===== config.mk =====
export PLATFORM = sky130hd
export DESIGN_NAME = cache_controller_flat
export DESIGN_NICKNAME = d
export VERILOG_FILES = /design/src/rtl/cache_controller_if.sv /design/src/rtl/cache_controller.sv /design/src/flat_wrapper.sv
export SDC_FILE = /design/constraint.sdc
export NUM_CORES = 1
export LEC_CHECK = 0
export BUFFER_PORTS_ARGS = -buffer_cell sky130_fd_sc_hd__buf_2
export CORE_AREA = 3 3 148 150
export CTS_CLUSTER_SIZE = 28
export DETAILED_ROUTE_END_ITERATION = 7
export DIE_AREA = 0 0 151 153
export SLEW_MARGIN = 20
export SYNTH_ARGS = -nofsm -noshare
export SYNTH_HDL_FRONTEND = slang
export SYNTH_SLANG_ARGS = --single-unit

===== constraint.sdc =====
create_clock -name clk -period 2.2 [get_ports clk]
set_input_delay 0.11 -clock clk [delete_from_list [all_inputs] [get_ports clk]]
set_output_delay 0.11 -clock clk [all_outputs]
set_load 0.01 [all_outputs]

===== src/rtl/cache_controller_if.sv =====
// Bundle of CPU, cache and SRAM side signals around the cache sequencing controller.
// master is the controller's view; slave is the surrounding CPU/cache/SRAM view.
interface cache_controller_if;
  logic        mem_r_en;
  logic        mem_w_en;
  logic [31:0] address;
  logic [31:0] write_data;
  logic [31:0] read_data;
  logic        ready;

  logic [16:0] cache_address;
  logic [63:0] cache_write_data;
  logic        cache_read_en;
  logic        cache_write_en;
  logic        cache_invoke_en;
  logic [31:0] cache_read_data;
  logic        cache_hit;

  logic [31:0] sram_address;
  logic [31:0] sram_write_data;
  logic        sram_r_en;
  logic        sram_w_en;
  logic [63:0] sram_rdata;
  logic        sram_ready;

  logic [15:0] hit_count;
  logic [15:0] miss_count;

  modport master (
    input  mem_r_en, mem_w_en, address, write_data,
    output read_data, ready,
    output cache_address, cache_write_data, cache_read_en, cache_write_en, cache_invoke_en,
    input  cache_read_data, cache_hit,
    output sram_address, sram_write_data, sram_r_en, sram_w_en,
    input  sram_rdata, sram_ready,
    output hit_count, miss_count
  );

  modport slave (
    output mem_r_en, mem_w_en, address, write_data,
    input  read_data, ready,
    input  cache_address, cache_write_data, cache_read_en, cache_write_en, cache_invoke_en,
    output cache_read_data, cache_hit,
    input  sram_address, sram_write_data, sram_r_en, sram_w_en,
    output sram_rdata, sram_ready,
    input  hit_count, miss_count
  );
endinterface


===== src/rtl/cache_controller.sv =====
// Sequencer between the memory stage, a two-way read cache and the SRAM controller:
// zero-stall read hits, line fill on read miss, write-through no-allocate stores.
module cache_controller (
  input  logic               clk,
  input  logic               rst,
  cache_controller_if.master bus
);

  typedef enum logic [1:0] {
    S_IDLE  = 2'd0,
    S_READ  = 2'd1,
    S_WRITE = 2'd2,
    S_DONE  = 2'd3
  } state_t;

  state_t      r_state;
  state_t      w_next;
  logic [31:0] r_line_word;
  logic        r_op_read;
  logic [15:0] r_hit_count;
  logic [15:0] r_miss_count;

  logic        w_ready;
  logic [31:0] w_read_data;
  logic        w_cache_read_en;
  logic        w_cache_write_en;
  logic        w_cache_invoke_en;
  logic        w_sram_r_en;
  logic        w_sram_w_en;
  logic        w_hit_inc;
  logic        w_miss_inc;
  logic [31:0] w_sel_word;

  assign w_sel_word = bus.address[2] ? bus.sram_rdata[63:32] : bus.sram_rdata[31:0];

  // State register
  always_ff @(posedge clk or posedge rst) begin
    if (rst) r_state <= S_IDLE;
    else     r_state <= w_next;
  end

  // Next-state and strobe decode; requests are ignored while rst is high
  always_comb begin
    w_next            = r_state;
    w_ready           = 1'b0;
    w_read_data       = 32'd0;
    w_cache_read_en   = 1'b0;
    w_cache_write_en  = 1'b0;
    w_cache_invoke_en = 1'b0;
    w_sram_r_en       = 1'b0;
    w_sram_w_en       = 1'b0;
    w_hit_inc         = 1'b0;
    w_miss_inc        = 1'b0;
    case (r_state)
      S_IDLE: begin
        w_ready = 1'b1;
        if (rst) begin
          w_next = S_IDLE;
        end else if (bus.mem_w_en) begin
          w_cache_invoke_en = 1'b1;
          w_ready           = 1'b0;
          w_next            = S_WRITE;
        end else if (bus.mem_r_en) begin
          if (bus.cache_hit) begin
            w_read_data     = bus.cache_read_data;
            w_cache_read_en = 1'b1;
            w_hit_inc       = 1'b1;
          end else begin
            w_ready    = 1'b0;
            w_miss_inc = 1'b1;
            w_next     = S_READ;
          end
        end else begin
          w_next = S_IDLE;
        end
      end
      S_READ: begin
        w_sram_r_en = 1'b1;
        if (bus.sram_ready) begin
          w_cache_write_en = 1'b1;
          w_next           = S_DONE;
        end else begin
          w_next = S_READ;
        end
      end
      S_WRITE: begin
        w_sram_w_en = 1'b1;
        if (bus.sram_ready) w_next = S_DONE;
        else                w_next = S_WRITE;
      end
      S_DONE: begin
        w_ready     = 1'b1;
        w_read_data = r_op_read ? r_line_word : 32'd0;
        w_next      = S_IDLE;
      end
      default: begin
        w_next = S_IDLE;
      end
    endcase
  end

  // Remember the transaction type and capture the requested word of the fill line
  always_ff @(posedge clk or posedge rst) begin
    if (rst) begin
      r_line_word <= 32'd0;
      r_op_read   <= 1'b0;
    end else begin
      if (r_state == S_IDLE) r_op_read <= (w_next == S_READ);
      if (w_cache_write_en)  r_line_word <= w_sel_word;
    end
  end

  // Saturating performance counters
  always_ff @(posedge clk or posedge rst) begin
    if (rst) begin
      r_hit_count  <= 16'd0;
      r_miss_count <= 16'd0;
    end else begin
      if (w_hit_inc && (r_hit_count != 16'hFFFF))   r_hit_count  <= r_hit_count + 16'd1;
      if (w_miss_inc && (r_miss_count != 16'hFFFF)) r_miss_count <= r_miss_count + 16'd1;
    end
  end

  // 17-bit word address: line index/tag above, word offset in bit 0
  assign bus.cache_address    = bus.address[18:2];
  assign bus.cache_write_data = bus.sram_rdata;
  assign bus.cache_read_en    = w_cache_read_en;
  assign bus.cache_write_en   = w_cache_write_en;
  assign bus.cache_invoke_en  = w_cache_invoke_en;
  assign bus.sram_address     = bus.mem_w_en ? bus.address : {bus.address[31:3], 3'b000};
  assign bus.sram_write_data  = bus.write_data;
  assign bus.sram_r_en        = w_sram_r_en;
  assign bus.sram_w_en        = w_sram_w_en;
  assign bus.ready            = w_ready;
  assign bus.read_data        = w_read_data;
  assign bus.hit_count        = r_hit_count;
  assign bus.miss_count       = r_miss_count;

endmodule

===== src/flat_wrapper.sv =====
// flat-port wrapper written by rule: the top's interface ports become plain ports
module cache_controller_flat 
  (clk, rst, bus_mem_r_en, bus_mem_w_en, bus_address, bus_write_data, bus_read_data, bus_ready, bus_cache_address, bus_cache_write_data, bus_cache_read_en, bus_cache_write_en, bus_cache_invoke_en, bus_cache_read_data, bus_cache_hit, bus_sram_address, bus_sram_write_data, bus_sram_r_en, bus_sram_w_en, bus_sram_rdata, bus_sram_ready, bus_hit_count, bus_miss_count);
  cache_controller_if bus_i ();
  input  logic clk;
  input  logic rst;
  input wire logic [$bits(bus_i.mem_r_en)-1:0] bus_mem_r_en;
  input wire logic [$bits(bus_i.mem_w_en)-1:0] bus_mem_w_en;
  input wire logic [$bits(bus_i.address)-1:0] bus_address;
  input wire logic [$bits(bus_i.write_data)-1:0] bus_write_data;
  output wire logic [$bits(bus_i.read_data)-1:0] bus_read_data;
  output wire logic [$bits(bus_i.ready)-1:0] bus_ready;
  output wire logic [$bits(bus_i.cache_address)-1:0] bus_cache_address;
  output wire logic [$bits(bus_i.cache_write_data)-1:0] bus_cache_write_data;
  output wire logic [$bits(bus_i.cache_read_en)-1:0] bus_cache_read_en;
  output wire logic [$bits(bus_i.cache_write_en)-1:0] bus_cache_write_en;
  output wire logic [$bits(bus_i.cache_invoke_en)-1:0] bus_cache_invoke_en;
  input wire logic [$bits(bus_i.cache_read_data)-1:0] bus_cache_read_data;
  input wire logic [$bits(bus_i.cache_hit)-1:0] bus_cache_hit;
  output wire logic [$bits(bus_i.sram_address)-1:0] bus_sram_address;
  output wire logic [$bits(bus_i.sram_write_data)-1:0] bus_sram_write_data;
  output wire logic [$bits(bus_i.sram_r_en)-1:0] bus_sram_r_en;
  output wire logic [$bits(bus_i.sram_w_en)-1:0] bus_sram_w_en;
  input wire logic [$bits(bus_i.sram_rdata)-1:0] bus_sram_rdata;
  input wire logic [$bits(bus_i.sram_ready)-1:0] bus_sram_ready;
  output wire logic [$bits(bus_i.hit_count)-1:0] bus_hit_count;
  output wire logic [$bits(bus_i.miss_count)-1:0] bus_miss_count;
  assign bus_i.mem_r_en = bus_mem_r_en;
  assign bus_i.mem_w_en = bus_mem_w_en;
  assign bus_i.address = bus_address;
  assign bus_i.write_data = bus_write_data;
  assign bus_read_data = bus_i.read_data;
  assign bus_ready = bus_i.ready;
  assign bus_cache_address = bus_i.cache_address;
  assign bus_cache_write_data = bus_i.cache_write_data;
  assign bus_cache_read_en = bus_i.cache_read_en;
  assign bus_cache_write_en = bus_i.cache_write_en;
  assign bus_cache_invoke_en = bus_i.cache_invoke_en;
  assign bus_i.cache_read_data = bus_cache_read_data;
  assign bus_i.cache_hit = bus_cache_hit;
  assign bus_sram_address = bus_i.sram_address;
  assign bus_sram_write_data = bus_i.sram_write_data;
  assign bus_sram_r_en = bus_i.sram_r_en;
  assign bus_sram_w_en = bus_i.sram_w_en;
  assign bus_i.sram_rdata = bus_sram_rdata;
  assign bus_i.sram_ready = bus_sram_ready;
  assign bus_hit_count = bus_i.hit_count;
  assign bus_miss_count = bus_i.miss_count;
  cache_controller u_core (.clk(clk), .rst(rst), .bus(bus_i));
endmodule

**After elaboration in Yosys (flattened, before gate mapping)**

Cells that the tools add are included.

- Register bits after elaboration: 67
- Latch bits: 0
- RAM bits: 0
- ROM bits: 0
- Bits of input ports: 166
- Output and inout bits: 215
- Memories: 0

- Add/subtract/negate cells: 2
- Multiply operators: 0
- Divide/modulo/power cells: 0
- Order comparisons: 0
- Equal/unequal tests: 6
- Shift-type cells: 0
- Multiplexer cells: 36
- Bitwise gates (word level): 0
- Reductions and logical operators: 3

Operators with widths:

| cell | count |
|---|---|
| $mux 32 | 6 |
| $pmux 32 s2 | 1 |
| $add 16x1->16 const B | 2 |
| $ne 16x16->1 const B | 2 |
| $mux 1 | 21 |
| $mux 2 | 5 |
| $pmux 2 s4 | 1 |
| $eq 2x1->1 const B | 2 |
| $eq 2x2->1 const B | 2 |
| $mux 3 | 1 |
| $logic_and 1x1->1 | 2 |
| $logic_not 2->1 | 1 |
| $pmux 1 s2 | 1 |

**Longest topological paths before layout**

- Depth after elaboration: 6
- Mapped depth: 8

**Worst setup path before layout**

No wires, ideal clock.

- Path kind: reg-to-reg
- From: reg u_core.r_miss_count[0] (netlist: u_core.bus.miss_count[0])
- To: reg u_core.r_miss_count[1] (netlist: u_core.bus.miss_count[1])
- Setup time: 128 ps
- Arrival time: 1,746 ps
- Data required time: 2,072 ps
- Slack: 326 ps
- Stages on the path, launching flop included: 7
- Path buffers: 1
- Clock period less this slack: 1,874 ps
- Path through: dfrtp_1 > ha_1 > and2_1 > and4_1 > buf_4 > a21oi_1 > mux2_1

- Longest elaborated chain between the ends: 2
- Elaborated cells on any way between the ends: 3
- Classes of those cells: add/sub (1); eq/ne (1); reduce/logical (1)

Ends and longest elaborated chain:

| element | RTL line | RTL |
|---|---|---|
| start, declared | cache_controller.sv:21 | `logic [15:0] r_miss_count;` |
| start signal, assigned | cache_controller.sv:120 | `if (w_miss_inc && (r_miss_count != 16'hFFFF)) r_miss_count <= r_miss_count + 16'd1;` |
| branches (longest 2 deep; another with $add 16x1->16) | n/a |  |

Parallel ways; which one is timed is not known.
A chain may end at the register's enable or synchronous reset.

**Final worst setup path**

- From: reg u_core.r_state[1]
- To: out bus_read_data[29]

- Longest elaborated chain between the ends: 2
- Elaborated cells on any way between the ends: 3
- Classes of those cells: eq/ne (1); mux (1); reduce/logical (1)

Ends and longest elaborated chain:

| element | RTL line | RTL |
|---|---|---|
| start, declared | cache_controller.sv:16 | `state_t r_state;` |
| start signal, assigned | cache_controller.sv:39 | `else r_state <= w_next;` |
| $eq 2x2->1 or $logic_not 2->1 (tied branches) | cache_controller.sv:54 | `case (r_state)` |
| $pmux 32 s2 * | cache_controller.sv:54 |  |
| end, declared | flat_wrapper.sv:11 | `output wire logic [$bits(bus_i.read_data)-1:0] bus_read_data;` |

Every way passes the cells marked *; elsewhere a longest branch is shown, timed or not.

==> impl_metrics.yaml <==
route:
  wl_um: 15000
  vias_per_cell: 4.43
  drtAntennaViolNets: 0
  initialDrtViolationCount: 165
  drt-wirelength-per-cell_um: 16.3
  drc: 0
  detail_route.first_pass.iterations: 4
  route.vias.total: 4079
final_layout:
  area_growth_pct: 19.9
  final_common_cell: "buf_2"
  instances_no_fill: 920
  final_cell_mix: "buf_2 (242), nor2_1 (68), dfrtp_1 (67), a21oi_1 (37), mux2i_1 (32)"
  num_antenna_cells: 0
  final_nets: 812
  fill_cells: 2257
  drive_above_1_share: 0.471
power_and_ir_drop:
  total_power_mw: 4.71
  leakagePower_nw: 3.01
  ir_worst_vdd_mv: 0.449
  power_density_nw_per_um2: 813
worst_setup_path:
  path_class: "register to primary output"
  cp_cell_sequence: "inv_2 > ha_4 > and4bb_2 > nand2_2 > clkinv_4 > buf_16 > a22oi_1 > nor2_1 > buf_2"
  crit_path_top_delay_cell: "dfrtp_1"
  endpoint_kind: "primary output"
  ff2ff_path_depth: 5
  slowest_delay_ps: 370
  crit_fanout: 16
  arrival_ps: 2000
  critPathLaunchType: "register"
  worstPathRequired_ps: 2090
cts:
  clk_path_buf_depth: 2
  cts_buffers: 9
  cts_tree: "yes"
  htree_levels: 3
  clock_latency_ps: 330
  clock-sinks: 67
  clk_pin_slew_ps: 60
  clockRootBuffer: "clkbuf_16"
place:
  numPortBuffers: 242
  dp_hpwl_um: 11000
  gp_congestion: 0.761
  dp_cells: 896
die:
  start_util: 0.232
  fp.dieW_um: 151
  rows: 53
  io_pins: 381
  fp.dieArea_um2: 23100
  fp.dieH_um: 153
  coreArea_um2: 20800
synthesis:
  ys_warn_count: 0
  synthArstFlopShare: 1.00
  synth_edf_count: 0
  synthDistinctLibCells: 40
  synth_nets: 706
  syn-instance-count: 534
  synth-seq-area-share: 0.347
  synth-seq-cells: 67
  ys.flop_type: "dfrtp_1"
  synth_area_um2: 4830
  syn_avg_cell_area_um2: 9.04
sta:
  slew-limit-headroom: 0.605
  max_freq_ghz: 0.473
  clock_skew_ps: 7.77
  rsz0062_at_grt: "true"
  hold_viol: 0
  final_max_slew_viol_count: 0
  fin_crit_sh: 0.961
  period_needed_ps: 2110
  worstMarginPinSlew_ps: 593
  setup_violations: 0
  hold_ws_ps: 94.1
global_routing:
  grt_max_degree: 45
  grt_pass1_vias: 3868
  grt_pass1_wl_um: 21600
  grt_overflow: 0
  antenna_found_initial: 0
  grtUsageTotal: 0.123
hold_path:
  min-delay-path-class: "input pin to register"
  min_path_cells: 3
run_status:
  status: "complete, no violations"
job:
  drv_cap: 0
==> repair_timing <==
item,CTS,global route
endpoints found under the setup margin,32,10
endpoints found under the hold margin,26,0
setup buffers,3,2
gates cloned,2,0
pin swaps,0,0
gates resized for setup,8,14
hold buffers,1,0
==> synthesized netlist by cell type (2+ instances only) <==
master    number  share of area
buf_2          7         0.0073
mux2i_1       32          0.066
and3_1         5         0.0065
a22oi_1       32          0.050
clkbuf_1      10         0.0078
xnor2_1        5         0.0091
nor2_1        69          0.054
nor4_2         5          0.013
a211oi_1       3         0.0047
buf_1          5         0.0039
nor4_1         4         0.0052
ha_1           6          0.016
nand2_1       15          0.012
dfrtp_1       67           0.35
inv_1          9         0.0070
nor3_1         7         0.0073
a21oi_1       37          0.038
nor3b_1        2         0.0031
and2_1         8          0.010
o21ai_0        4         0.0041
nand4_1        8          0.010
xor2_1        25          0.045
nand3_1        7         0.0073
buf_4        143           0.22
and4_1         4         0.0073
==> stage by stage <==
| step | setup WS (ps) | cell area (µm²) | setup TNS [ps] | util |
|---|---|---|---|---|
| 2_1_floorplan | 326 | 4830 | 0 | - |
| 3_3_place_gp | 232 | 5340 | 0 | 0.256 |
| 3_5_place_dp | 175 | 5340 | 0 | 0.256 |
| 4_1_cts | 12.6 | 5720 | 0 | 0.275 |
| 5_1_grt | -27.2 | 5790 | -171 | 0.278 |
| 6_report | 86.0 | 5790 | 0 | 0.278 |
==> path summary, 6_finish.rpt <==
| kind | startpoint | slack, ps | end |
|---|---|---|---|
| setup / recovery | u_core.r_state[1] | 90 | bus_read_data[29] |
| max in group asynchronous | rst | 1210 | u_core.r_line_word[16] |
| hold / removal | bus_sram_rdata[24] | 90 | u_core.r_line_word[24] |
| min in group asynchronous | rst | 390 | u_core.bus.hit_count[1] |
| hold reg to reg | u_core.bus.miss_count[11] | 480 | u_core.bus.miss_count[11] |
| setup reg to reg | u_core.bus.miss_count[0] | 140 | u_core.bus.miss_count[1] |
==> report_power, final <==
part	total, mW	internal, mW	leakage [nW]	switching, mW
registers	1.90	1.60	0.837	0.296
logic	1.44	0.593	2.04	0.850
clock network	1.37	0.793	0.133	0.572
==> registers in the layout, indices dropped and copies added (netlist names) <==
signal                 cells
u_core.r_state             2
u_core.bus.miss_count     16
u_core.r_op_read           1
u_core.bus.hit_count      16
u_core.r_line_word        32
==> cell type report <==
| type | instances | area, µm² | area share |
|---|---|---|---|
| multi-input cells | 292 | 2020 | 0.349 |
| clock inverters | 4 | 26.3 | 0.00454 |
| well taps | 275 | 344 | 0.0594 |
| repair buffers | 261 | 1440 | 0.248 |
| clock buffers | 12 | 246 | 0.0426 |
| flip-flops and latches | 67 | 1680 | 0.290 |
| inverters | 9 | 40.0 | 0.00692 |
==> worst max-delay path: cells and delay by family, from the launching register on <==
kind | cells | cell delay, ps
buffers and inverters | 4 | 510
and+or+nand+nor | 3 | 390
DFF | 1 | 370
AOI/OAI and AO/OA | 1 | 200
adders and majority gates | 1 | 180
==> kinds of logic after synthesis <==
family                     share of synthesized area
buffers and inverters                          0.251
and+or+nand+nor                                0.154
AOI/OAI and AO/OA                              0.107
DFF                                            0.347
muxes                                         0.0710
xor gates and xnor gates                      0.0544
adders and majority gates                     0.0155
==> routing by layer <==
| layer | up-vias | GRT usage | share of wire |
|---|---|---|---|
| li1 | 1901 | - | - |
| met1 | 1945 | 0.162 | 0.45 |
| met2 | 197 | 0.187 | 0.44 |
| met3 | 36 | 0.0462 | 0.086 |
| met4 | 0 | 0.0402 | 0.022 |
| met5 | - | 0 | 0 |
No activity file was read; power rests on OpenSTA's default activity.
